<file path="src/rtl/mips_pkg.sv">
// Shared encodings for the multi-cycle MIPS control path: opcodes, FSM states and
// the datapath mux/ALU select values driven by the controller.
package mips_pkg;

    localparam logic [5:0] OP_RTYPE = 6'b000000;
    localparam logic [5:0] OP_LW    = 6'b100011;
    localparam logic [5:0] OP_SW    = 6'b101011;
    localparam logic [5:0] OP_BEQ   = 6'b000100;
    localparam logic [5:0] OP_ADDI  = 6'b001000;
    localparam logic [5:0] OP_J     = 6'b000010;

    typedef enum logic [3:0] {
        S_FETCH,
        S_DECODE,
        S_MEM_ADDR,
        S_MEM_READ,
        S_MEM_WB,
        S_MEM_WRITE,
        S_R_EXEC,
        S_R_WB,
        S_ADDI_EXEC,
        S_ADDI_WB,
        S_BRANCH,
        S_JUMP
    } ctrl_state_t;

    typedef enum logic [1:0] {
        ALU_ADD   = 2'b00,
        ALU_SUB   = 2'b01,
        ALU_FUNCT = 2'b10
    } alu_op_t;

    typedef enum logic [1:0] {
        PC_ALU    = 2'b00,
        PC_ALUOUT = 2'b01,
        PC_JUMP   = 2'b10
    } pc_src_t;

    typedef enum logic [1:0] {
        B_RT      = 2'b00,
        B_FOUR    = 2'b01,
        B_IMM     = 2'b10,
        B_IMM_SH2 = 2'b11
    } alu_b_t;

endpackage

</file>
<file path="src/rtl/mem_wait_timer.sv">
// Counts cycles a memory access has been stalled; flags the cycle that uses up
// the last allowed wait so the controller can abandon the access.
module mem_wait_timer #(
    parameter int unsigned LIMIT = 255
) (
    input  logic clk,
    input  logic rst,
    input  logic clear,
    input  logic enable,
    output logic expired
);

    localparam int unsigned CW = $clog2(LIMIT + 1);

    logic [CW-1:0] count;

    always_ff @(posedge clk or posedge rst) begin
        if (rst) begin
            count <= '0;
        end else if (clear) begin
            count <= '0;
        end else if (enable) begin
            count <= count + CW'(1);
        end
    end

    // Depends only on the register so the controller's decode has no loop through it.
    assign expired = (count == CW'(LIMIT - 1));

endmodule

</file>
<file path="src/rtl/multicycle_control.sv">
// Multi-cycle MIPS control FSM: sequences fetch/decode/execute/memory/writeback,
// handshakes with the unified memory port and abandons accesses that stall too long.
module multicycle_control
    import mips_pkg::*;
#(
    parameter int unsigned TIMEOUT_CYCLES = 255,
    parameter int unsigned CNT_W          = 32
) (
    input  logic             clk,
    input  logic             rst,
    input  logic [5:0]       opcode,
    input  logic [5:0]       funct,
    input  logic             zero,
    input  logic             mem_ready,
    output logic             mem_req,
    output logic             mem_write,
    output logic             iord,
    output logic             ir_write,
    output logic             pc_write,
    output logic [1:0]       pc_source,
    output logic             alu_src_a,
    output logic [1:0]       alu_src_b,
    output logic [1:0]       alu_op,
    output logic             reg_write,
    output logic             reg_dst,
    output logic             mem_to_reg,
    output logic             illegal_op,
    output logic             bus_error,
    output logic [CNT_W-1:0] retired
);

    ctrl_state_t state;
    ctrl_state_t state_nxt;
    logic        illegal_nxt;
    logic        bus_err_nxt;
    logic        retire;
    logic        expired;
    logic        wait_clr;
    logic        wait_en;

    // funct is decoded by the ALU control block, not by this sequencer.
    logic unused_funct;
    assign unused_funct = ^funct;

    assign wait_en  = mem_req & ~mem_ready;
    assign wait_clr = ~mem_req | mem_ready | expired;

    mem_wait_timer #(
        .LIMIT (TIMEOUT_CYCLES)
    ) u_wait (
        .clk     (clk),
        .rst     (rst),
        .clear   (wait_clr),
        .enable  (wait_en),
        .expired (expired)
    );

    // Next-state and output decode; everything is forced low while rst is high.
    always_comb begin
        state_nxt   = state;
        illegal_nxt = 1'b0;
        bus_err_nxt = 1'b0;
        retire      = 1'b0;
        mem_req     = 1'b0;
        mem_write   = 1'b0;
        iord        = 1'b0;
        ir_write    = 1'b0;
        pc_write    = 1'b0;
        pc_source   = PC_ALU;
        alu_src_a   = 1'b0;
        alu_src_b   = B_RT;
        alu_op      = ALU_ADD;
        reg_write   = 1'b0;
        reg_dst     = 1'b0;
        mem_to_reg  = 1'b0;

        if (!rst) begin
            case (state)
                S_FETCH: begin
                    alu_src_b = B_FOUR;
                    // Request stays dropped for the cycle that reports a timeout.
                    if (!bus_error) begin
                        mem_req = 1'b1;
                        if (mem_ready) begin
                            ir_write  = 1'b1;
                            pc_write  = 1'b1;
                            state_nxt = S_DECODE;
                        end else if (expired) begin
                            bus_err_nxt = 1'b1;
                        end
                    end
                end
                S_DECODE: begin
                    alu_src_b = B_IMM_SH2;
                    case (opcode)
                        OP_LW, OP_SW: state_nxt = S_MEM_ADDR;
                        OP_RTYPE:     state_nxt = S_R_EXEC;
                        OP_BEQ:       state_nxt = S_BRANCH;
                        OP_ADDI:      state_nxt = S_ADDI_EXEC;
                        OP_J:         state_nxt = S_JUMP;
                        default: begin
                            illegal_nxt = 1'b1;
                            state_nxt   = S_FETCH;
                        end
                    endcase
                end
                S_MEM_ADDR: begin
                    alu_src_a = 1'b1;
                    alu_src_b = B_IMM;
                    state_nxt = (opcode == OP_SW) ? S_MEM_WRITE : S_MEM_READ;
                end
                S_MEM_READ: begin
                    mem_req = 1'b1;
                    iord    = 1'b1;
                    if (mem_ready) begin
                        state_nxt = S_MEM_WB;
                    end else if (expired) begin
                        bus_err_nxt = 1'b1;
                        state_nxt   = S_FETCH;
                    end
                end
                S_MEM_WB: begin
                    reg_write  = 1'b1;
                    mem_to_reg = 1'b1;
                    retire     = 1'b1;
                    state_nxt  = S_FETCH;
                end
                S_MEM_WRITE: begin
                    mem_req   = 1'b1;
                    iord      = 1'b1;
                    mem_write = 1'b1;
                    if (mem_ready) begin
                        retire    = 1'b1;
                        state_nxt = S_FETCH;
                    end else if (expired) begin
                        bus_err_nxt = 1'b1;
                        state_nxt   = S_FETCH;
                    end
                end
                S_R_EXEC: begin
                    alu_src_a = 1'b1;
                    alu_src_b = B_RT;
                    alu_op    = ALU_FUNCT;
                    state_nxt = S_R_WB;
                end
                S_R_WB: begin
                    reg_write = 1'b1;
                    reg_dst   = 1'b1;
                    retire    = 1'b1;
                    state_nxt = S_FETCH;
                end
                S_ADDI_EXEC: begin
                    alu_src_a = 1'b1;
                    alu_src_b = B_IMM;
                    state_nxt = S_ADDI_WB;
                end
                S_ADDI_WB: begin
                    reg_write = 1'b1;
                    retire    = 1'b1;
                    state_nxt = S_FETCH;
                end
                S_BRANCH: begin
                    alu_src_a = 1'b1;
                    alu_src_b = B_RT;
                    alu_op    = ALU_SUB;
                    pc_source = PC_ALUOUT;
                    pc_write  = zero;
                    retire    = 1'b1;
                    state_nxt = S_FETCH;
                end
                S_JUMP: begin
                    pc_source = PC_JUMP;
                    pc_write  = 1'b1;
                    retire    = 1'b1;
                    state_nxt = S_FETCH;
                end
                default: state_nxt = S_FETCH;
            endcase
        end
    end

    always_ff @(posedge clk or posedge rst) begin
        if (rst) begin
            state      <= S_FETCH;
            illegal_op <= 1'b0;
            bus_error  <= 1'b0;
            retired    <= '0;
        end else begin
            state      <= state_nxt;
            illegal_op <= illegal_nxt;
            bus_error  <= bus_err_nxt;
            if (retire) begin
                retired <= retired + CNT_W'(1);
            end
        end
    end

endmodule

</file>
<file path="config.mk">
export PLATFORM = sky130hd
export DESIGN_NAME = multicycle_control
export DESIGN_NICKNAME = d
export VERILOG_FILES = /design/src/rtl/mips_pkg.sv /design/src/rtl/mem_wait_timer.sv /design/src/rtl/multicycle_control.sv
export SDC_FILE = /design/constraint.sdc
export NUM_CORES = 1
export LEC_CHECK = 0
export CORE_UTILIZATION = 27
export CTS_CLUSTER_SIZE = 24
export DETAILED_ROUTE_END_ITERATION = 7
export PLACE_DENSITY_LB_ADDON = 0.2
export RECOVER_POWER = 50
export SLEW_MARGIN = 25
export SYNTH_ARGS = -nofsm -noshare
export SYNTH_HDL_FRONTEND = slang
export SYNTH_HIERARCHICAL = 1
export SYNTH_SLANG_ARGS = --single-unit
</file>
<file path="constraint.sdc">
create_clock -name clk -period 1.8 [get_ports clk]
set_input_delay 0.18 -clock clk [delete_from_list [all_inputs] [get_ports clk]]
set_output_delay 0.18 -clock clk [all_outputs]
set_load 0.05 [all_outputs]
</file>
==> impl_metrics.py <==
metrics = {
    "routing": {
        "viasPerCell": 4.67,
        "wire_per_inst_um": 13.2,
        "drt_pass1_iterations": 4,
        "wl_um": 6760,
        "drc": 0,
        "num_vias": 2402,
        "antenna_left": 0,
        "drt_iter0_drc": 53,
    },
    "placement": {
        "hpwl_um": 4860,
        "placed_cells": 489,
        "portBuffers": 58,
        "placed_area_sq_mm": 0.00383,
        "place_congestion": 0.784,
        "place_ws_ns": -0.200,
    },
    "grt": {
        "met1_usage": 0.194,
        "use_met2": 0.237,
        "grt_pass1_vias": 2416,
        "grt_antenna_before_repair": 0,
        "grt-busiest-layer": "met2",
        "grt_first_pass_wirelength_um": 11500,
        "grt_use_met3": 0.0323,
        "track_usage": 0.144,
        "grt_max_degree": 32,
        "overflow": 0,
    },
    "cells_and_area": {
        "final_cells": 514,
        "area_growth_pct": 68.7,
        "finish.net_count": 403,
        "insertedDiodeCount": 0,
        "post-route-util": 0.469,
        "final_layout_size_suffix_gt1_frac": 0.457,
        "design_area_sq_mm": 0.00433,
    },
    "die": {
        "core_area_sq_mm": 0.00924,
        "die_h_um": 99.5,
        "start_util": 0.278,
        "die_w_um": 99.5,
        "dieArea_sq_mm": 0.00990,
        "rows": 35,
        "num_io_pins": 65,
    },
    "yosys": {
        "synth_top_cell_by_area": "dfrtp_1",
        "syn_nets": 292,
        "synth_top_flop_cell": "dfrtp_1",
        "synthArstFlopShare": 1.00,
        "ys_ff_latch": 46,
        "synth_cell_type_count": 48,
        "synth_area_leaders": "dfrtp_1 (45%), xor2_1 (7.2%), xnor2_1 (5.5%)",
        "yosysMostFrequentCell": "dfrtp_1",
        "netlist_area_sq_mm": 0.00257,
        "synth_common_cells": "dfrtp_1 (46), nor2_1 (36), xor2_1 (21)",
        "yosysWarnings": 6,
        "syn_inst": 273,
        "syn_area_per_cell_sq_um": 9.40,
        "yosysSeqAreaShare": 0.448,
        "synth_edf_count": 0,
        "synth_top_area_share": 0.448,
    },
    "clock_tree": {
        "cts_tree": "done",
        "clkSinkCount": 46,
        "ctsRootBufferMaster": "clkbuf_8",
        "cts_made_buffers": 5,
        "path_clk_slew_ns": 0.10,
        "clkLatencyLatePin_ns": 0.30,
        "cts-htree-levels": 2,
        "cts.path.max_buffers": 2,
    },
    "timing": {
        "fin_skew_ns": 0.0153,
        "setup_slack_ns": -0.0542,
        "slew_headroom": 0.591,
        "rsz0062_at_grt": "true",
        "fmax_mhz": 539,
        "timing.final.crit_share": 1.03,
        "worst_slew_pin_slew_ns": 0.616,
        "period_needed_ns": 1.85,
        "hold_viol": 0,
        "setup_viol": 12,
        "drv_slew": 0,
    },
    "outcome": {
        "outcome": "finished with violations",
        "violations": "negative setup slack",
    },
    "critical_path": {
        "required_ns": 2.00,
        "crit_path_end_kind": "flip-flop",
        "path_max_fanout": 5,
        "r2r_slack_ns": -0.05,
        "rr_worst_depth": 6,
        "crit_slowest_cell": "or4_4",
        "cp_cell_sequence": "buf_4 -> or3b_1 -> a32o_2 -> nand2_4 -> or4_4 -> xnor2_1",
        "start_kind": "flip-flop",
        "worstReg2RegEnd": "retired[12]",
        "rr_startpoint": "state[0]",
        "path_class": "reg2reg",
        "arrival_ns": 2.06,
        "cpPeakStageDelay_ns": 0.52,
    },
    "power_and_ir_drop": {
        "p_leak_nw": 1.90,
        "total_power_mw": 3.53,
        "vdd_drop_max_mv": 0.467,
        "powerDensity_mw_per_mm2": 815,
    },
    "hold_path": {
        "min_path_type": "in2async",
    },
    "job": {
        "maxCapViolations": 0,
    },
}
report_power, final:
part | total [mW] | switching [mW] | leakage, nW | internal [mW]
sequential | 1.17 | 0.0760 | 0.580 | 1.10
clock | 0.698 | 0.381 | 0.0478 | 0.317
combinational | 1.66 | 0.885 | 1.28 | 0.774
registers in the layout (all words and copies together) (netlist names):
register and count:
u_wait/count 8, illegal_op 1, state 4, bus_error 1, retired 32
layer usage:
| metal | vias up | share of wire |
|---|---|---|
| met2 | 33 | 0.49 |
| li1 | 1175 | - |
| met1 | 1192 | 0.47 |
| met3 | 2 | 0.029 |
| met4 | 0 | 0.0062 |
| met5 | - | 0 |
kinds of logic (layout without fill, tap and decap cells):
logic type,Yosys count,count (layout),share of synthesized area
buffers and inverters,22,134,0.0356
DFF,46,46,0.448
and+or+nand+nor,133,133,0.287
xor gates and xnor gates,37,37,0.126
AOI/OAI and AO/OA,31,31,0.0838
adders and majority gates,3,3,0.0146
muxes,1,1,0.00439
cells in the final DEF (no fill, tap or decap), types with 10 or more instances in the layout:
cell and n:
xnor2_1 14, dfrtp_1 27, nor2_1 18, clkdlybuf4s50_1 29
buf_6 10, nand3_1 13, buf_4 52, xor2_1 21
dfrtp_2 19, nand2_1 16, buf_12 15, inv_1 10
final cells by class:
class                      instances  area (sq um)
multi-input combinational        205          1680
fill                             893          4910
sequential                        46          1170
timing repair buffer             114          1170
inverter                          12          46.3
tap                              129           161
clock buffer                       6          82.6
clock inverter                     2          16.3
through the flow:
step / hold WS [ns] / setup TNS [ns]
after global routing: 0.324 / -2.24
final: 0.306 / -0.264
after floorplan: -0.00434 / -0.898
after global placement: 0.471 / -3.36
after CTS: 0.308 / -0.409
after detailed placement: 0.471 / -4.31
how the worst max path moves through the flow:
stage / start / end / slack [ns] / cells past startpoint
3_3_place_gp: mem_ready / retired[26] / -0.17 / 6
3_5_place_dp: mem_ready / retired[26] / -0.20 / 6
6_report: state[0] / retired[12] / -0.05 / 6
2_1_floorplan: state[3] / alu_src_a / -0.21 / 3
4_1_cts: state[3] / reg_dst / -0.05 / 6
5_1_grt: state[1] / u_wait/count[7] / -0.12 / 8
critical path: cells and delay by family (launching register included):
family / cells / cell delay (ns)
compound gates: 1 / 0.31
xor+xnor: 1 / 0.13
buf+inv: 1 / 0.16
flops: 1 / 0.40
simple gates: 3 / 0.77
timing repair:
| action | 4_1_cts | 5_1_grt |
|---|---|---|
| hold buffers | 0 | 0 |
| setup buffers | 11 | 6 |
| endpoints found under the setup margin | 34 | 51 |
| resized for setup | 33 | 37 |
| pin swaps | 13 | 14 |
| cloned | 0 | 0 |
Note: power is estimated with default switching activity, not from simulation.
==> edit 1 (same flow settings) <==
Set the parameter `TIMEOUT_CYCLES` to 510 (it was 255).
--- a/src/rtl/multicycle_control.sv
+++ b/src/rtl/multicycle_control.sv
@@ -3,7 +3,7 @@
 module multicycle_control
     import mips_pkg::*;
 #(
-    parameter int unsigned TIMEOUT_CYCLES = 255,
+    parameter int unsigned TIMEOUT_CYCLES = 510,
     parameter int unsigned CNT_W          = 32
 ) (
     input  logic             clk,
Formal check against the unedited RTL: same outputs for any inputs over 10 cycles, from zero or initial values and one cycle with rst high; that may be too few to reach the edited logic, so the function may still have changed.
==> edit 1 against the original RTL <==
The run still ends with negative setup slack left; clock power increased by 14%; final cell count increased by 2.1%; area after synthesis up 2.6%; design area increased by 3.9%; sequential cell count rose by 1; non-clock buffer count increased by 4; setup slack got worse by 60 ps; wire length is 7.0% higher; power rose by 4.4%; critical endpoint is now u_wait/count[8].
==> edit 1: results (changes against the original RTL) <==
stage	metric	value	unit	change
clock_tree	CTS root buffer	clkbuf_8		
clock_tree	post-CTS resize count	13		-61%
layout	# fillers	878		-1.7%
sta	final worst slack	-114	ps	-59.8 ps
sta	final setup fails	13		+1
clock_tree	clk slew on worst S/H paths	90	ps	
grt	first-pass GRT wire length	11.7	mm	+1.9%
grt	total global-route track usage	0.144		about the same
grt	number of global-route vias before repair	2436		+0.83%
clock_tree	htree depth	2		unchanged
logic_synthesis	Seq/Total Area, Yosys	0.446		-0.00200
placed_design	Placement Setup Slack	-186	ps	+13.7 ps
logic_synthesis	Yosys cell types	50		+4.2%
sta	Fin Setup TNS	-828	ps	-564 ps
grt	initial antenna violation count	0		unchanged
logic_synthesis	top cells by count, synth	dfrtp_1, nor2_1, nand2_1, xor2_1, xnor2_1		
placed_design	GPL Wtd Cong	0.808		+3.0%
layout	Nets	414		+2.7%
clock_tree	Inserted Clock Buffers	5		unchanged
setup_path	worst r2r dst	u_wait/count[8]		
sta	Setup Skew	8.28	ps	-7.02 ps
clock_tree	Setup Buffers After CTS	4		-7
layout	# diodes	0		unchanged
route	Iter 0 DRT Violations	58		+9.4%
setup_path	Slowest cell on crit path	dfrtp_2		
logic_synthesis	Main synth FF type	dfrtp_1		
placed_design	# port buffers	58		unchanged
power	Peak VDD IR	457	uV	-2.2%
logic_synthesis	Synth async-reset ratio	1.00		unchanged
logic_synthesis	Yosys warnings	6		unchanged
status	failing checks	negative setup slack		
clock_tree	Worst-Skew Late Latency	290	ps	
setup_path	Setup crit end kind	register		
route	DRT Pass-1 Iters	4		unchanged
setup_path	CP delay by family, top	simple AND/OR/NAND/NOR gates		
logic_synthesis	syn_nets	298		+2.1%
logic_synthesis	Synth area leaders	dfrtp_1, xor2_1, xnor2_1		
setup_path	delay of the slowest critical-path stage	460	ps	-60 ps
layout	Top Registers	retired (32), u_wait/count (9), state (4)		
logic_synthesis	Post-Syn Instances	279		+2.2%
sta	worst slew pin tran	707	ps	+90.6 ps
status	status	finished, violations left		
power	leak pwr	1.95	nW	+2.1%
layout	layout cells sized above 1	0.465		+0.00750
placed_design	HPWL after DPL	5.16	mm	+6.2%
route	Avg WL per Cell	13.8	um	+4.8%
worst_hold_path	Tightest Hold Check Type	register to register		
route	DR vias/cell	4.64		-0.67%
clock_tree	Longest Clk Path Bufs	2		unchanged
setup_path	crit path max fanout	5		unchanged
setup_path	crit path from	state[2]		
grt	largest net degree at the start of global routing	33		+3.1%
grt	global route total overflow	0		unchanged
setup_path	CP arrival	2140	ps	+80 ps
edit 1: changes by cell type in the layout (fill, tap and decap cells not counted), moves of 3 or more:
cell and delta:
a21oi_2 +3, buf_4 +3, clkbuf_1 +4, dlymetal6s2s_1 -4
nor2_1 +6, nor2_2 -6
edit 1: metrics by stage:
stage,instances,area (um^2),total power [mW]
finish,525,4500,3.69
floorplan,279,2850,1.95
global route,525,4500,3.88
global placement,507,4010,2.59
CTS,519,4210,3.51
detailed placement,507,4010,2.60
edit 1: worst min-delay path by stage:
stage,startpoint,endpoint,slack (ps),cells after the start
after floorplan,rst,u_wait/count[0],8,1
after global placement,retired[31],retired[31],470,1
after detailed placement,retired[31],retired[31],470,1
after CTS,rst,bus_error,360,4
after global routing,retired[31],retired[31],490,1
final,retired[31],retired[31],480,1
edit 1: power breakdown:
| part | internal [mW] | switching, mW |
|---|---|---|
| Sequential | 1.12 | 0.0899 |
| Combinational | 0.798 | 0.880 |
| Clock | 0.450 | 0.346 |
| Total | 2.37 | 1.32 |
edit 1: routing by layer:
layer	wire (um)	track usage	vias up
met1	3340	0.199	1183
li1	-	-	1212
met3	182	0.0222	4
met5	0	0	-
met2	3660	0.240	38
met4	53	0.0279	0
edit 1: cell families after synthesis:
| family | after synthesis | synth area share |
|---|---|---|
| xor+xnor | 37 | 0.123 |
| flops | 47 | 0.446 |
| fa+ha+maj | 3 | 0.0142 |
| simple gates | 134 | 0.279 |
| mux | 1 | 0.00427 |
| buf+inv | 22 | 0.0361 |
| compound gates | 35 | 0.0969 |
edit 1: cell type report:
class | count | area share
Clock buffer | 6 | 0.0184
Clock inverter | 2 | 0.00779
Sequential cell | 47 | 0.267
Multi-Input combinational cell | 211 | 0.398
Timing Repair Buffer | 118 | 0.263
Inverter | 12 | 0.0103
Tap cell | 129 | 0.0359
==> edit 2 (same settings) <==
Made on the original files. Reset style: synchronous (`rst`), changed in 2 clocked blocks.
--- a/src/rtl/mem_wait_timer.sv
+++ b/src/rtl/mem_wait_timer.sv
@@ -14,7 +14,7 @@
 
     logic [CW-1:0] count;
 
-    always_ff @(posedge clk or posedge rst) begin
+    always_ff @(posedge clk) begin
         if (rst) begin
             count <= '0;
         end else if (clear) begin
--- a/src/rtl/multicycle_control.sv
+++ b/src/rtl/multicycle_control.sv
@@ -179,7 +179,7 @@
         end
     end
 
-    always_ff @(posedge clk or posedge rst) begin
+    always_ff @(posedge clk) begin
         if (rst) begin
             state      <= S_FETCH;
             illegal_op <= 1'b0;
Function: differs if rst is asserted again (counterexample within 4 cycles, from zero or initial values and one cycle with rst high); with rst held inactive, the same outputs for 10 cycles.
==> edit 2 against the original RTL <==
Fmax decreased by 7.6%; wire length increased by 33%; the run still ends with negative setup slack left; design area increased by 11%; setup slack got worse by 150 ps; area after synthesis increased by 8.7%; sequential cell count unchanged.
Power is not compared: it rests on default switching activity, and its combinational part moved more than twofold at a synthesized area within 25%.
==> edit 2: results (changes against the original RTL) <==
stage	metric	value	unit	change
status	status	finished, violations left		
status	failing checks	negative setup slack		
grt	first-pass GRT wire length	14.1	mm	+23%
setup_path	crit path max fanout	6		+1
route	Iter 0 DRT Violations	80		+51%
logic_synthesis	Yosys cell types	52		+8.3%
placed_design	GPL Wtd Cong	0.765		-2.5%
layout	layout cells sized above 1	0.424		-0.0328
layout	# fillers	965		+8.1%
sta	final worst slack	-207	ps	-153 ps
layout	Nets	487		+21%
setup_path	reg2reg start	state[1]		
layout	Final Non-Filler Cells	602		+17%
sta	final setup fails	40		+28
logic_synthesis	Synth area leaders	dfxtp_1, a21oi_1, nor2_1		
sta	worst slew pin tran	603	ps	-13.2 ps
placed_design	placed cell count	569		+16%
logic_synthesis	top cells by count, synth	dfxtp_1, nor2_1, a21oi_1		
clock_tree	Longest Clk Path Bufs	2		unchanged
grt	number of global-route vias before repair	2961		+23%
sta	worst hold slack	390	ps	+84.2 ps
setup_path	CP arrival	2250	ps	+190 ps
logic_synthesis	Seq/Total Area, Yosys	0.330		-0.118
route	Avg WL per Cell	15.0	um	+14%
route	DRT Pass-1 Iters	4		unchanged
grt	total global-route track usage	0.160		+0.0157
logic_synthesis	Synth async-reset ratio	0		-1.00
worst_hold_path	Tightest Hold Check Type	primary input to register		
placed_design	HPWL after DPL	5.89	mm	+21%
grt	largest net degree at the start of global routing	41		+28%
setup_path	worst r2r dst	u_wait/count[7]		
logic_synthesis	Mean Syn Cell Area	7.95	um^2	-15%
-- edit 2: final cells by class --
cell class	instances	area share
clock inverter	2	0.00181
multi-input combinational	271	0.461
inverter	8	0.00622
tap	133	0.0345
clock buffer	6	0.0150
timing repair buffer	136	0.277
sequential	46	0.205
-- edit 2: logic make-up (layout without fill, tap and decap cells) --
family,Yosys count,after routing,synth area share
AO/OA/AOI/OAI,76,76,0.172
XOR/XNOR,9,9,0.0282
flip-flops,46,46,0.330
multiplexers,11,11,0.0435
adder cells (fa/ha/maj),3,3,0.0134
buffers and inverters,34,152,0.0502
AND/OR/NAND/NOR,172,172,0.363
-- edit 2: how the worst max path moves through the flow --
stage | slack (ps) | from | endpoint | cells after the start
global route | -300 | state[1] | u_wait/count[7] | 7
CTS | -210 | state[1] | mem_req | 5
detailed placement | -250 | mem_ready | retired[26] | 6
floorplan | -330 | state[0] | u_wait/count[7] | 8
global placement | -230 | mem_ready | retired[30] | 6
finish | -210 | state[1] | u_wait/count[7] | 7
-- edit 2: repair_timing --
action,CTS,global route
cloned,1,3
buffers inserted,10,13
gates resized for setup,33,54
setup endpoints to repair,43,59
pin swaps,21,29
-- edit 2: critical path: stages (launching register included) --
cell and delay, ps:
dfxtp_2 330, or2_4 240, or3_4 340, a2111oi_4 280
buf_4 200, nand4_1 90, or3_1 330, a21oi_1 120
-- edit 2: power groups by stage --
stage / logic [mW] / registers (mW) / clock network, mW
after floorplan: 0.209 / 1.04 / 0
after global placement: 0.366 / 1.03 / 0
after detailed placement: 0.369 / 1.03 / 0
after CTS: 0.396 / 1.01 / 0.673
after global routing: 0.441 / 1.01 / 0.706
final: 0.412 / 1.01 / 0.635
-- edit 2: metal layers --
layer | share of wire | global-route usage
met1 | 0.45 | 0.194
met2 | 0.50 | 0.275
met3 | 0.045 | 0.0365
met4 | 0.0076 | 0.0571
met5 | 0 | 0
-- edit 2: per-stage QoR --
stage	setup TNS, ps	setup WS [ps]	total power [mW]	cell area (um^2)	util
after floorplan	-3230	-332	1.25	3080	-
after global placement	-5130	-227	1.40	4200	0.424
after detailed placement	-6010	-254	1.40	4200	0.424
after CTS	-3100	-210	2.08	4530	0.457
after global routing	-8220	-301	2.16	4830	0.487
final	-3870	-207	2.06	4830	0.487
